<file path="src/rtl/program_loader.sv">
// program_loader: streams a length-prefixed image into instruction memory while holding the CPU in reset.
// Optional feature macro: LOADER_CHECKSUM_EN adds a trailing checksum word verified before release.
// Writes are registered (word accepted at t is written at t+1); stalls on in_valid never time out.
module program_loader #(
  parameter int DATA_W    = 16,
  parameter int ADDR_W    = 15,
  parameter int DEPTH     = 16384,
  parameter int BASE_ADDR = 0
) (
  input  logic              clk,
  input  logic              reset,
  input  logic              load_start,
  input  logic              in_valid,
  input  logic [DATA_W-1:0] in_data,
  output logic              in_ready,
  input  logic [ADDR_W-1:0] pc,
  output logic              mem_we,
  output logic [ADDR_W-1:0] mem_addr,
  output logic [DATA_W-1:0] mem_wdata,
  output logic              cpu_hold,
  output logic              done,
  output logic              error,
  output logic [ADDR_W:0]   words_loaded
);

`ifdef LOADER_CHECKSUM_EN
  typedef enum logic [2:0] {S_RUN, S_LEN, S_DATA, S_CHECK, S_FINISH, S_ERROR} state_t;
`else
  typedef enum logic [2:0] {S_RUN, S_LEN, S_DATA, S_FINISH, S_ERROR} state_t;
`endif

  state_t state, next_state;

  logic              accept;
  logic              len_bad;
  logic [ADDR_W:0]   remaining;
  logic [ADDR_W-1:0] next_addr;
  logic [ADDR_W-1:0] wr_addr;
`ifdef LOADER_CHECKSUM_EN
  logic [DATA_W-1:0] csum;
`endif

  // State register; reset always lands in RUN so the CPU runs freely.
  always_ff @(posedge clk) begin
    if (reset) state <= S_RUN;
    else       state <= next_state;
  end

  // Next-state decode plus the combinational handshake and hold outputs.
  always_comb begin
    next_state = state;
    in_ready   = 1'b0;
    accept     = 1'b0;
    len_bad    = 1'b0;

    // A restart pulse owns the cycle: no word is taken while it is high.
`ifdef LOADER_CHECKSUM_EN
    in_ready = (state == S_LEN || state == S_DATA || state == S_CHECK) && !load_start;
`else
    in_ready = (state == S_LEN || state == S_DATA) && !load_start;
`endif
    accept  = in_valid && in_ready;
    len_bad = 64'(in_data) > 64'(DEPTH);

    if (load_start) begin
      next_state = S_LEN;
    end else begin
      case (state)
        S_RUN: next_state = S_RUN;
        S_LEN: begin
          if (accept) begin
            if (len_bad) next_state = S_ERROR;
            else if (in_data == '0)
`ifdef LOADER_CHECKSUM_EN
              next_state = S_CHECK;
`else
              next_state = S_FINISH;
`endif
            else next_state = S_DATA;
          end
        end
        S_DATA: begin
          if (accept && remaining == (ADDR_W+1)'(1))
`ifdef LOADER_CHECKSUM_EN
            next_state = S_CHECK;
`else
            next_state = S_FINISH;
`endif
        end
`ifdef LOADER_CHECKSUM_EN
        S_CHECK: begin
          if (accept) next_state = (in_data == csum) ? S_FINISH : S_ERROR;
        end
`endif
        S_FINISH: next_state = S_RUN;
        S_ERROR:  next_state = S_ERROR;
        default:  next_state = S_RUN;
      endcase
    end
  end

  // Memory address mux and status flags derived directly from the state.
  always_comb begin
    cpu_hold = (state != S_RUN);
    error    = (state == S_ERROR);
    mem_addr = (state == S_RUN) ? pc : wr_addr;
  end

  // Registered write port, counters and completion pulse.
  always_ff @(posedge clk) begin
    if (reset) begin
      mem_we       <= 1'b0;
      mem_wdata    <= '0;
      wr_addr      <= '0;
      next_addr    <= '0;
      remaining    <= '0;
      words_loaded <= '0;
      done         <= 1'b0;
`ifdef LOADER_CHECKSUM_EN
      csum         <= '0;
`endif
    end else begin
      mem_we <= 1'b0;
      // A restart issued during FINISH cancels the release, so no done pulse.
      done   <= (state == S_FINISH) && !load_start;
      if (load_start) begin
        next_addr    <= ADDR_W'(BASE_ADDR);
        remaining    <= '0;
        words_loaded <= '0;
`ifdef LOADER_CHECKSUM_EN
        csum         <= '0;
`endif
      end else if (accept && state == S_LEN) begin
        // Truncation is harmless: oversized lengths go to ERROR instead of DATA.
        remaining <= (ADDR_W+1)'(in_data);
      end else if (accept && state == S_DATA) begin
        mem_we       <= 1'b1;
        mem_wdata    <= in_data;
        wr_addr      <= next_addr;
        next_addr    <= next_addr + ADDR_W'(1);
        remaining    <= remaining - (ADDR_W+1)'(1);
        words_loaded <= words_loaded + (ADDR_W+1)'(1);
`ifdef LOADER_CHECKSUM_EN
        csum         <= csum + in_data;
`endif
      end
    end
  end

endmodule

</file>
<file path="config.mk">
export PLATFORM = sky130hd
export DESIGN_NAME = program_loader
export DESIGN_NICKNAME = d
export VERILOG_FILES = /design/src/rtl/program_loader.sv
export SDC_FILE = /design/constraint.sdc
export NUM_CORES = 1
export LEC_CHECK = 0
export CELL_PAD_IN_SITES_DETAIL_PLACEMENT = 0
export CELL_PAD_IN_SITES_GLOBAL_PLACEMENT = 1
export CORE_ASPECT_RATIO = 0.8
export CORE_UTILIZATION = 37
export DETAILED_ROUTE_END_ITERATION = 10
export GPL_TIMING_DRIVEN = 0
export PLACE_DENSITY = 0.86
export SLEW_MARGIN = 15
export SYNTH_ARGS = -nofsm -noshare
export SYNTH_HDL_FRONTEND = slang
export SYNTH_SLANG_ARGS = --single-unit
</file>
<file path="constraint.sdc">
create_clock -name clk -period 2.4 [get_ports clk]
set_input_delay 0.48 -clock clk [delete_from_list [all_inputs] [get_ports clk]]
set_output_delay 0.48 -clock clk [all_outputs]
set_load 0.02 [all_outputs]
</file>
Word level (Yosys, flattened, before mapping)
Index checks and enable logic that the tools add are counted.
{"block": "totals", "regBits": 83, "in_bits": 35, "output_inout_bits": 52}
{"block": "classes", "add_sub_neg": 3, "magnitude_cmp": 1, "eq_ne": 9, "mux": 10, "bitwise_logic": 2, "reduce_logical": 18}
{"operator": "16-bit two-way mux", "n": 2}
{"operator": "16-bit by 1-bit adder with 16-bit output (second input constant)", "n": 1}
{"operator": "16-bit by 1-bit == test with 1-bit output (second input constant)", "n": 1}
{"operator": "16-bit by 15-bit greater-than comparator with 1-bit output (second input constant)", "n": 1}
{"operator": "16-bit logical NOT", "n": 1}
{"operator": "16-bit by 1-bit subtractor with 16-bit output (second input constant)", "n": 1}
{"operator": "15-bit by 1-bit adder with 15-bit output (second input constant)", "n": 1}
{"operator": "15-bit two-way mux", "n": 1}
{"operator": "3-bit two-way mux", "n": 3}
{"operator": "3-bit case mux with 3 select lines", "n": 1}
{"operator": "3-bit by 2-bit == test with 1-bit output (second input constant)", "n": 2}
{"operator": "1-bit logical AND", "n": 6}
{"operator": "3-bit inequality test (second input constant)", "n": 2}
{"operator": "2-bit AND reduction", "n": 3}
{"operator": "2-bit inequality test (second input constant)", "n": 2}
{"operator": "3-bit by 1-bit == test with 1-bit output (second input constant)", "n": 1}
{"operator": "3-bit == test (second input constant)", "n": 1}
{"operator": "3-bit logical NOT", "n": 1}
{"operator": "1-bit two-way mux", "n": 3}
{"operator": "3-bit AND reduction", "n": 1}
{"operator": "3-bit nonzero test", "n": 1}
{"operator": "3-bit OR reduction", "n": 1}
{"operator": "1-bit NOT", "n": 2}
{"operator": "2-bit nonzero test", "n": 1}
{"operator": "3 further kinds", "n": 3}

Depth between registers and ports, before layout
{"block": "depth", "depth_word": 8, "depth_mapped": 7}

Worst setup path after synthesis
Ideal clock, no wire load.
{"block": "synth_path", "path_type": "register -> output", "start": "register state[2]", "end": "output mem_addr[10]", "arrival_ns": 1.834, "required_time_ns": 1.920, "path_slack_ns": 0.086, "path_stages_with_launch": 5, "cell_sequence": "dfxtp_1 > clkbuf_1 > nor3_1 > clkbuf_1 > mux2_2"}
{"block": "synth_via", "elab_chain_len": 2}
{"element": "start: declaration", "line": "32", "source": "state_t state, next_state;"}
{"element": "start signal: assignment", "line": "46", "source": "else state <= next_state;"}
{"element": "3-bit logical NOT", "line": "106", "source": "mem_addr = (state == S_RUN) ? pc : wr_addr;"}
{"element": "15-bit two-way mux", "line": "106"}
{"element": "end: declaration", "line": "18", "source": "output logic [ADDR_W-1:0] mem_addr,"}
Every way passes these cells.

Final worst setup path
{"block": "layout_path", "start": "register state[2]", "end": "output mem_addr[4]"}
Same word-level chain as after synthesis.

==> summary.txt <==
Timing
  • Period minus WS final: 2.34 ns
  • Final Skew: 0.00574 ns
  • Fin crit share: 97.5%
  • Setup violators final: 0
  • Fin. Hold Viols: 0
  • Slew HR: 47.7%
  • FMAX: 427 MHz
  • Slew Limit Fails: 0
  • Slew of the pin with the lowest slew margin: 0.779 ns
  • Hold_ws: 0.457 ns

Critical path
  • Crit path kind: flip-flop to output pin
  • Reg2reg end: remaining[9]
  • Worst Path Arrival: 1.86 ns
  • Critical path capture point type: output pin
  • Worst reg-to-reg setup slack: 0.27 ns
  • Critical Path RT: 1.92 ns
  • Worst Path Max Fanout: 10
  • FF-to-FF path depth: 6
  • Worst R2R Start: state[2]
  • Worst Setup Start Kind: flip-flop

Power and ir drop
  • Power per cell area: 567 nW/um^2
  • Peak VDD IR: 0.392 mV
  • Leakage: 1.72 nW

Global route
  • GRT Resource Usage Total: 20.5%
  • Vias in the first global route: 3484
  • First-pass GRT wire length: 17.5 mm
  • Congestion Overflow GR: 0
  • Initial antenna violation count: 0
  • Pin count of the biggest net entering global routing: 16

Layout
  • Fin cells: 722
  • Ant diodes: 0
  • Fillcell total: 977
  • Fin nets: 616
  • Post-layout util: 51.0%
  • Multi-input gate area: 2130 um^2
  • Synthesis-to-layout area growth: 33.2%
  • Sequential cell area: 1660 um^2
  • Layout cell share with drive strength beyond 1: 12.2%

Logic synthesis
  • Syn_nets: 519
  • Sequential cell area fraction in the yosys report: 42.2%
  • Cell count after synthesis: 480
  • Synth warn: 0
  • Async SR Flop Fraction: 0%
  • Library cells used by synthesis: 53
  • Post-synth EDFFs: 0
  • Top_reg_cell synth: dfxtp_1
  • Yosys reg bits: 83
  • Synthesized area: 3930 um^2
  • Syn Area/Cell: 8.20 um^2

Floorplanning
  • Number of I/O pins: 87
  • Starting density of the core: 38.3%
  • Total die area: 11100 um^2
  • Site Rows: 33
  • Die Y: 94.2 um
  • Core ar.: 10300 um^2
  • Die W: 117 um

Placed design
  • Routability Congestion: 0.865
  • HPWL Detailed: 8.00 mm
  • Placed cell count: 704
  • Port-buffer cells: 84

Clock network
  • Clock sinks: 83
  • CTS Root Cell: clkbuf_16
  • Skew-Pair Late Insertion Delay: 0.34 ns
  • CTS buffer count: 9
  • CTS H-Tree Depth: 3
  • Worst-path clk slew: 0.06 ns
  • TritonCTS clock tree: yes
  • Hold-fix buffers, CTS: 0
  • CTS Buffer Depth: 2

Job
  • Maxcap violations: 0

Route
  • Drt initial violations: 244
  • DRC: 0
  • Via/cell ratio: 5.29
  • Routed WL: 11.0 mm
  • Via count: 3822
  • DR WL/cell: 15.2 um
  • Drt pass-1 iters: 5
  • Antenna Nets Post-Route: 0

Min path
  • Worst Hold Endpoint: mem_wdata[0]
  • Hold WC Path Type: flip-flop to flip-flop
  • Hold Startpoint: mem_wdata[0]
  • Hold Path Stages: 2

Status
  • Status: finished clean
-- power breakdown --
part / internal [W] / switching [W] / leakage [nW] / total [W]
combinational: 0.000118 / 0.000135 / 0.922 / 0.000253
clock: 0.000738 / 0.000592 / 0.132 / 0.00133
sequential: 0.00138 / 0.00000529 / 0.669 / 0.00139
total: 0.00224 / 0.000733 / 1.72 / 0.00297
-- per-layer routing --
metal	vias to the layer above	track usage (%)	wire (um)	part of all wire (%)
li1	1930	-	-	-
met1	1769	31.1	5810	53
met2	117	28.6	4460	41
met3	6	5.03	605	5.5
met4	0	3.90	76	0.69
met5	-	0	0	0
-- state kept, by name, indices dropped and copies added (netlist names) --
signal,count
remaining,16
wr_addr,15
done,1
mem_wdata,16
mem_we,1
next_addr,15
state,3
words_loaded,16
-- through the flow --
stage	worst slack [ns]	area [um^2]	total power (W)	setup TNS (ns)
after global placement	-0.830	4950	0.00167	-25.20
after detailed placement	-0.862	4950	0.00168	-26.85
after CTS	0.0313	5230	0.00299	0
after floorplan	0.0857	3930	0.00154	0
final	0.0596	5240	0.00297	0
after global routing	-0.00241	5240	0.00307	-0.00241
-- cells in the final DEF (no fill, tap or decap), types with 4 or more instances in the layout --
master,count
nor2_1,24
inv_1,13
xnor2_1,15
or4_1,18
clkbuf_16,9
buf_1,4
ha_1,4
dfxtp_1,82
mux2_2,15
clkbuf_2,6
nand3_1,16
clkdlybuf4s50_1,66
buf_4,5
or2_2,4
nand2_1,83
a22oi_1,7
o311ai_0,5
dlygate4sd2_1,5
nor3_1,8
clkbuf_1,17
nand4_1,6
nand2b_1,5
a21oi_1,58
o31ai_1,9
o21ai_0,6
a31oi_1,4
buf_2,11
nor4_1,10
o22ai_1,5
or3_1,12
-- layout make-up --
class | count | share of cell area [%]
clock inverters | 6 | 0.931
multi-input cells | 353 | 40.6
repair buffers | 88 | 15.4
plain buffers | 29 | 2.55
clock buffers | 10 | 4.56
flip-flops and latches | 83 | 31.7
inverters | 13 | 0.931
well taps | 140 | 3.34
-- repair_timing --
action | in CTS | in global routing
pin swaps | 1 | 1
setup endpoints to repair | 24 | 17
setup buffers | 2 | 2
resized for setup | 56 | 16
endpoints found under the hold margin | 0 | 0
-- cell usage after synthesis (6+ instances only) --
cell type / instances / area share, %
inv_1: 13 / 1.2
nor2_1: 25 / 2.4
or4_1: 18 / 3.4
nand2_1: 83 / 7.9
nand4_1: 6 / 0.95
nor3_1: 9 / 1.1
nor4_1: 13 / 2.1
dfxtp_1: 83 / 42
o31ai_1: 9 / 1.7
a22oi_1: 7 / 1.3
clkbuf_1: 21 / 2.0
xnor2_1: 15 / 3.3
o21ai_0: 6 / 0.76
nand3_1: 16 / 2.0
a21oi_1: 58 / 7.4
mux2_2: 15 / 4.3
or3_1: 12 / 1.9
-- cells by family (layout without fill, tap and decap cells) --
logic type      count (synthesis)  after routing  synth area share, %
compound gates                109            109                 17.0
simple gates                  207            207                 26.7
mux                            15             15                 4.29
xor+xnor                       18             18                 4.01
buf+inv                        44            146                 4.52
flops                          83             83                 42.2
fa+ha+maj                       4              4                 1.27
-- worst max path at each step --
stage | start | to | slack (ns) | cells after the start
after global routing | state[2] | mem_addr[4] | -0.002 | 5
after detailed placement | state[0] | mem_addr[7] | -0.86 | 5
after floorplan | state[2] | mem_addr[10] | 0.09 | 4
after global placement | state[0] | mem_addr[5] | -0.83 | 5
final | state[2] | mem_addr[4] | 0.06 | 5
after CTS | state[2] | mem_addr[14] | 0.03 | 5
-- worst max-delay path: stages (launching register included) --
cell and delay (ns):
dfxtp_1 0.33, buf_6 0.14, nor3_4 0.27, buf_6 0.15, mux2_2 0.32, dlygate4sd2_1 0.32
(Power assumes the default switching activity.)
